## src/rtl/lcd_sequencer.sv

```systemverilog
// rtl/lcd_sequencer.sv - HD44780 power-up, init and filter status line writer
// Every byte goes through SETUP, PULSE, HOLD and WAIT; the line is rewritten when filter_type settles on a new value.
module lcd_sequencer #(
  parameter int POWERUP_CYCLES    = 750000,
  parameter int SETUP_CYCLES      = 3,
  parameter int EN_HIGH_CYCLES    = 25,
  parameter int CMD_WAIT_CYCLES   = 2500,
  parameter int CLEAR_WAIT_CYCLES = 82000
) (
  input  logic       clk,
  input  logic       reset,
  input  logic [1:0] filter_type,
  output logic [7:0] LCD_DATA,
  output logic       LCD_EN,
  output logic       LCD_RS,
  output logic       LCD_RW,
  output logic       LCD_ON,
  output logic       LCD_BLON,
  output logic       busy
);

  localparam int CW = $clog2(POWERUP_CYCLES + SETUP_CYCLES + EN_HIGH_CYCLES +
                             CMD_WAIT_CYCLES + CLEAR_WAIT_CYCLES + 1);

  localparam logic [CW-1:0] PU_LAST    = CW'(POWERUP_CYCLES - 1);
  localparam logic [CW-1:0] SETUP_LAST = CW'(SETUP_CYCLES - 1);
  localparam logic [CW-1:0] EN_LAST    = CW'(EN_HIGH_CYCLES - 1);
  localparam logic [CW-1:0] CMD_LAST   = CW'(CMD_WAIT_CYCLES - 1);
  localparam logic [CW-1:0] CLR_LAST   = CW'(CLEAR_WAIT_CYCLES - 1);

  typedef enum logic [2:0] {
    S_POWERUP, S_INIT, S_LOAD, S_ADDR, S_CHARS, S_DONE, S_IDLE
  } state_t;

  typedef enum logic [1:0] {P_SETUP, P_PULSE, P_HOLD, P_WAIT} phase_t;

  state_t        state, next_state;
  phase_t        phase, next_phase;
  logic [CW-1:0] cnt, next_cnt;
  logic [3:0]    idx, next_idx;
  logic [1:0]    shown_type, next_shown;
  logic          pending, next_pending;
  logic [7:0]    next_data;
  logic          next_rs, next_en;
  logic [CW-1:0] wait_last;
  logic          byte_done;

  function automatic logic [7:0] init_byte(input logic [1:0] i);
    case (i)
      2'd0:    init_byte = 8'h38;
      2'd1:    init_byte = 8'h0C;
      2'd2:    init_byte = 8'h01;
      default: init_byte = 8'h06;
    endcase
  endfunction

  // Character 0 sits in the most significant byte of the packed string.
  function automatic logic [7:0] char_byte(input logic [1:0] t, input logic [3:0] i);
    logic [127:0] s;
    logic [3:0]   j;
    case (t)
      2'b00:   s = "FILTER: NONE    ";
      2'b01:   s = "FILTER: BLUR    ";
      2'b10:   s = "FILTER: EDGE    ";
      default: s = "FILTER: INVERT  ";
    endcase
    j = 4'd15 - i;
    char_byte = s[{j, 3'b000} +: 8];
  endfunction

  assign LCD_RW = 1'b0;
  assign busy   = (state != S_IDLE);

  always_ff @(posedge clk or posedge reset) begin
    if (reset) begin
      state      <= S_POWERUP;
      phase      <= P_SETUP;
      cnt        <= '0;
      idx        <= '0;
      shown_type <= 2'b00;
      pending    <= 1'b0;
      LCD_DATA   <= 8'h00;
      LCD_RS     <= 1'b0;
      LCD_EN     <= 1'b0;
      LCD_ON     <= 1'b0;
      LCD_BLON   <= 1'b0;
    end else begin
      state      <= next_state;
      phase      <= next_phase;
      cnt        <= next_cnt;
      idx        <= next_idx;
      shown_type <= next_shown;
      pending    <= next_pending;
      LCD_DATA   <= next_data;
      LCD_RS     <= next_rs;
      LCD_EN     <= next_en;
      LCD_ON     <= 1'b1;
      LCD_BLON   <= 1'b1;
    end
  end

  always_comb begin
    next_state   = state;
    next_phase   = phase;
    next_cnt     = cnt;
    next_idx     = idx;
    next_shown   = shown_type;
    next_pending = pending;
    next_data    = LCD_DATA;
    next_rs      = LCD_RS;
    next_en      = LCD_EN;
    byte_done    = 1'b0;
    wait_last    = (LCD_DATA == 8'h01 && !LCD_RS) ? CLR_LAST : CMD_LAST;

    // The rewrite decision is deferred to DONE; IDLE reacts to a change directly.
    if (state != S_IDLE && state != S_LOAD && filter_type != shown_type)
      next_pending = 1'b1;

    case (state)
      S_POWERUP: begin
        if (cnt == PU_LAST) begin
          next_state = S_INIT;
          next_phase = P_SETUP;
          next_cnt   = '0;
          next_idx   = '0;
          next_data  = init_byte(2'd0);
          next_rs    = 1'b0;
        end else begin
          next_cnt = cnt + 1'b1;
        end
      end
      S_INIT, S_ADDR, S_CHARS: begin
        case (phase)
          P_SETUP: begin
            if (cnt == SETUP_LAST) begin
              next_phase = P_PULSE;
              next_cnt   = '0;
              next_en    = 1'b1;
            end else begin
              next_cnt = cnt + 1'b1;
            end
          end
          P_PULSE: begin
            if (cnt == EN_LAST) begin
              next_phase = P_HOLD;
              next_cnt   = '0;
              next_en    = 1'b0;
            end else begin
              next_cnt = cnt + 1'b1;
            end
          end
          P_HOLD: begin
            if (cnt == SETUP_LAST) begin
              next_phase = P_WAIT;
              next_cnt   = '0;
            end else begin
              next_cnt = cnt + 1'b1;
            end
          end
          P_WAIT: begin
            if (cnt == wait_last) byte_done = 1'b1;
            else next_cnt = cnt + 1'b1;
          end
        endcase
      end
      S_LOAD: begin
        next_shown   = filter_type;
        next_pending = 1'b0;
        next_state   = S_ADDR;
        next_phase   = P_SETUP;
        next_cnt     = '0;
        next_data    = 8'h80;
        next_rs      = 1'b0;
      end
      S_DONE: begin
        next_state = (pending && filter_type != shown_type) ? S_LOAD : S_IDLE;
      end
      S_IDLE: begin
        if (filter_type != shown_type) next_state = S_LOAD;
      end
      default: next_state = S_POWERUP;
    endcase

    // Next byte is loaded on entry to SETUP so data never moves during EN or HOLD.
    if (byte_done) begin
      next_cnt   = '0;
      next_phase = P_SETUP;
      case (state)
        S_INIT: begin
          if (idx == 4'd3) begin
            next_state = S_LOAD;
          end else begin
            next_idx  = idx + 4'd1;
            next_data = init_byte(idx[1:0] + 2'd1);
          end
        end
        S_ADDR: begin
          next_state = S_CHARS;
          next_idx   = 4'd0;
          next_data  = char_byte(shown_type, 4'd0);
          next_rs    = 1'b1;
        end
        default: begin
          if (idx == 4'd15) begin
            next_state = S_DONE;
          end else begin
            next_idx  = idx + 4'd1;
            next_data = char_byte(shown_type, idx + 4'd1);
          end
        end
      endcase
    end
  end

endmodule

```

## config.mk

```make
export PLATFORM = sky130hd
export DESIGN_NAME = lcd_sequencer
export DESIGN_NICKNAME = d
export VERILOG_FILES = /design/src/rtl/lcd_sequencer.sv
export SDC_FILE = /design/constraint.sdc
export NUM_CORES = 1
export LEC_CHECK = 0
export ABC_AREA = 0
export CORE_MARGIN = 2
export CORE_UTILIZATION = 50
export CTS_CLUSTER_SIZE = 8
export DETAILED_ROUTE_END_ITERATION = 10
export DONT_BUFFER_PORTS = 1
export PLACE_DENSITY = 0.72
export SKIP_CTS_REPAIR_TIMING = 1
export SLEW_MARGIN = 20
export SYNTH_ARGS = -nofsm -noshare
export SYNTH_HDL_FRONTEND = slang
export SYNTH_SLANG_ARGS = --single-unit
```

## constraint.sdc

```tcl
create_clock -name clk -period 4.55 [get_ports clk]
set_input_delay 0.455 -clock clk [delete_from_list [all_inputs] [get_ports clk]]
set_output_delay 0.455 -clock clk [all_outputs]
set_load 0.02 [all_outputs]
```

==> qor.yml <==
synthesis.nets: 417
die_w_um: 85.4
outcome: "completed"
cts_tree: "built"
synthArstFlopShare_pct: 100
rsz0062_at_grt: "no"
avgViaCountPerCell: 6.48
die_h_um: 85.4
ys_ff_latch: 43
synthFlopType: "dfrtp_1"
cts_sinks: 43
grt_pass1_vias: 2719
synth_cells: 395
num_vias: 2943
syn_to_final_growth_pct: 2.79
slew_headroom_pct: 41.2
drt-wirelength-per-cell_um: 17.5
core-area_um2: 6390
hpwl_um: 5770
yosys-top-cells-area: "dfrtp_1, ha_1, nand2_1"
power_density_nw_per_um2: 201
worstSetupStartpointType: "flip-flop"
critPathKind: "reg2reg"
hold_class: "in2async"
cp.required_ns: 4.75
worst_pin_slew_ns: 0.881
gr-total-overflow: 0
die_area_um2: 7300
synthSimpleGateAreaFrac_pct: 24.3
yosys_warnings: 0
grt_max_degree: 44
synth-seq-area-share_pct: 32.5
fill_cells: 585
io_pins: 18
synthMuxAreaShare_pct: 2.91
grt_util_met3_pct: 5.16
setup_tns_ns: 0
max_freq_ghz: 0.356
max-vdd-ir-drop_uv: 102
netlist.area_leader.share_pct: 32.5
track_usage_pct: 22.8
crit_path_max_fanout: 19
place.port_buffers: 0
grt.busiest_layer: "met1"
ctsRootBufferMaster: "clkbuf_8"
use_met2_pct: 32.4
hold_viol: 0
grt_pass1_wl_um: 13500
drc: 0
syn_avg_cell_area_um2: 8.39
antenna_found_initial: 0
seq_area_um2: 1080
synth_compound_area_share_pct: 24.9
synthXorXnorAreaFrac_pct: 2.64
nNetsFinal: 399
initial_utilization_pct: 51.9
clk_latency_ns: 0.30
final_cell_mix: "dfrtp_1, nand2_1, nor2_1"
yosys.area_share.adder_pct: 7.10
path_clk_slew_ns: 0.09
drv_slew: 0
grtUsageMet1_pct: 33.8
total_power_mw: 0.683
synth_edf_count: 0
crit-reg2reg-launch: "state[2]$_DFF_PP0_"
p_leak_nw: 1.39
ys_types: 68
synth_area_um2: 3310
drtPass1Iterations: 6
dp_slack_ns: 1.79
cp-end-kind: "flip-flop"
setup_ws_ns: 1.74
place_inst: 447
routed_wl_um: 7940
final_layout_size_suffix_gt1_share_pct: 7.43
arrival_ns: 3.01
fin_crit_ns: 2.81
rows: 29
multi_input_area_um2: 2060
finalCritPeriodShare_pct: 61.8
ant_nets: 0
gp_routability_congestion: 0.898
cts_buffer_depth: 2
rr_worst_depth: 6
yosysTopAreaCell: "dfrtp_1"
rrSetupSlack_ns: 1.74
cap_viol_max_count: 0
setup_viol: 0
drt-initial-drc-count: 364
final_cells: 454
skew_ns: 0.00851
diodes: 0
cts_buffers: 5
rr_endpoint: "cnt[10]$_DFFE_PP0P_"
htreeDepth: 2
synth_top_family_by_area: "compound AO/OA/AOI/OAI gates"
[worst max path at each step]
| stage | end | start | slack [ns] | cells after the start |
|---|---|---|---|---|
| floorplan | LCD_DATA[3]$_DFF_PP0_ | idx[0]$_DFF_PP0_ | 2.20 | 10 |
| global placement | cnt[10]$_DFFE_PP0P_ | state[2]$_DFF_PP0_ | 1.89 | 6 |
| detailed placement | cnt[10]$_DFFE_PP0P_ | state[2]$_DFF_PP0_ | 1.79 | 6 |
| CTS | cnt[10]$_DFFE_PP0P_ | state[2]$_DFF_PP0_ | 1.76 | 6 |
| global route | cnt[4]$_DFFE_PP0P_ | state[2]$_DFF_PP0_ | 1.58 | 6 |
| finish | cnt[10]$_DFFE_PP0P_ | state[2]$_DFF_PP0_ | 1.74 | 6 |
[synth_stat cells (8+ instances only)]
cell type / count
o31ai_1: 9
a21oi_1: 23
clkbuf_1: 16
inv_1: 16
ha_1: 18
nor2_1: 29
dfrtp_1: 43
nand4_1: 10
nand2_1: 43
nand3_1: 22
o22ai_1: 8
o21ai_1: 12
o21ai_0: 11
[worst max-delay path, cell delays in order, from the launching register on]
cell	delay [ns]
dfrtp_1	0.58
nor2b_1	0.60
a21oi_1	0.28
nand4_1	0.38
o21ai_1	0.23
or3_1	0.39
o311ai_1	0.27
[registers in the layout, summed over array words and instances, names as in the netlist]
signal,flops
phase,2
state,3
LCD_DATA,8
pending,1
LCD_RS,1
LCD_EN,1
idx,4
cnt,20
LCD_BLON,1
shown_type,2
[cell families after synthesis]
family          Yosys count
flops                    43
compound gates          117
other cells               2
fa+ha+maj                19
xor+xnor                 10
buf+inv                  43
simple gates            153
mux                       8
[through the flow]
| stage | instance area (um2) | util [%] | hold slack (ns) |
|---|---|---|---|
| 5_1_grt | 3410 | 53.4 | 0.290 |
| 3_5_place_dp | 3300 | 51.7 | 0.548 |
| 3_3_place_gp | 3300 | 51.7 | 0.539 |
| 2_1_floorplan | 3310 | - | 0.507 |
| 6_report | 3410 | 53.4 | 0.225 |
| 4_1_cts | 3410 | 53.4 | 0.254 |
[power breakdown]
group	total, mW	internal (mW)	leakage [nW]	switching, mW
Combinational	0.00928	0.000833	0.786	0.00845
Clock	0.290	0.161	0.0513	0.129
Sequential	0.384	0.382	0.558	0.00145
[area by class of cell]
class / instances / share of cell area [%]
Timing Repair Buffer: 2 / 0.441
Tap cell: 77 / 2.83
Clock buffer: 6 / 2.13
Inverter: 16 / 1.76
Multi-Input combinational cell: 309 / 60.4
Clock inverter: 1 / 0.881
Sequential cell: 43 / 31.6
[per-layer routing]
| metal | vias to the layer above | part of all wire [%] | routed length (um) |
|---|---|---|---|
| met5 | - | 0 | 0 |
| met4 | 0 | 2.1 | 163 |
| met3 | 16 | 6.6 | 521 |
| met2 | 120 | 45 | 3560 |
| met1 | 1391 | 47 | 3690 |
| li1 | 1416 | - | - |
Power figures use the tool's default switching activity.
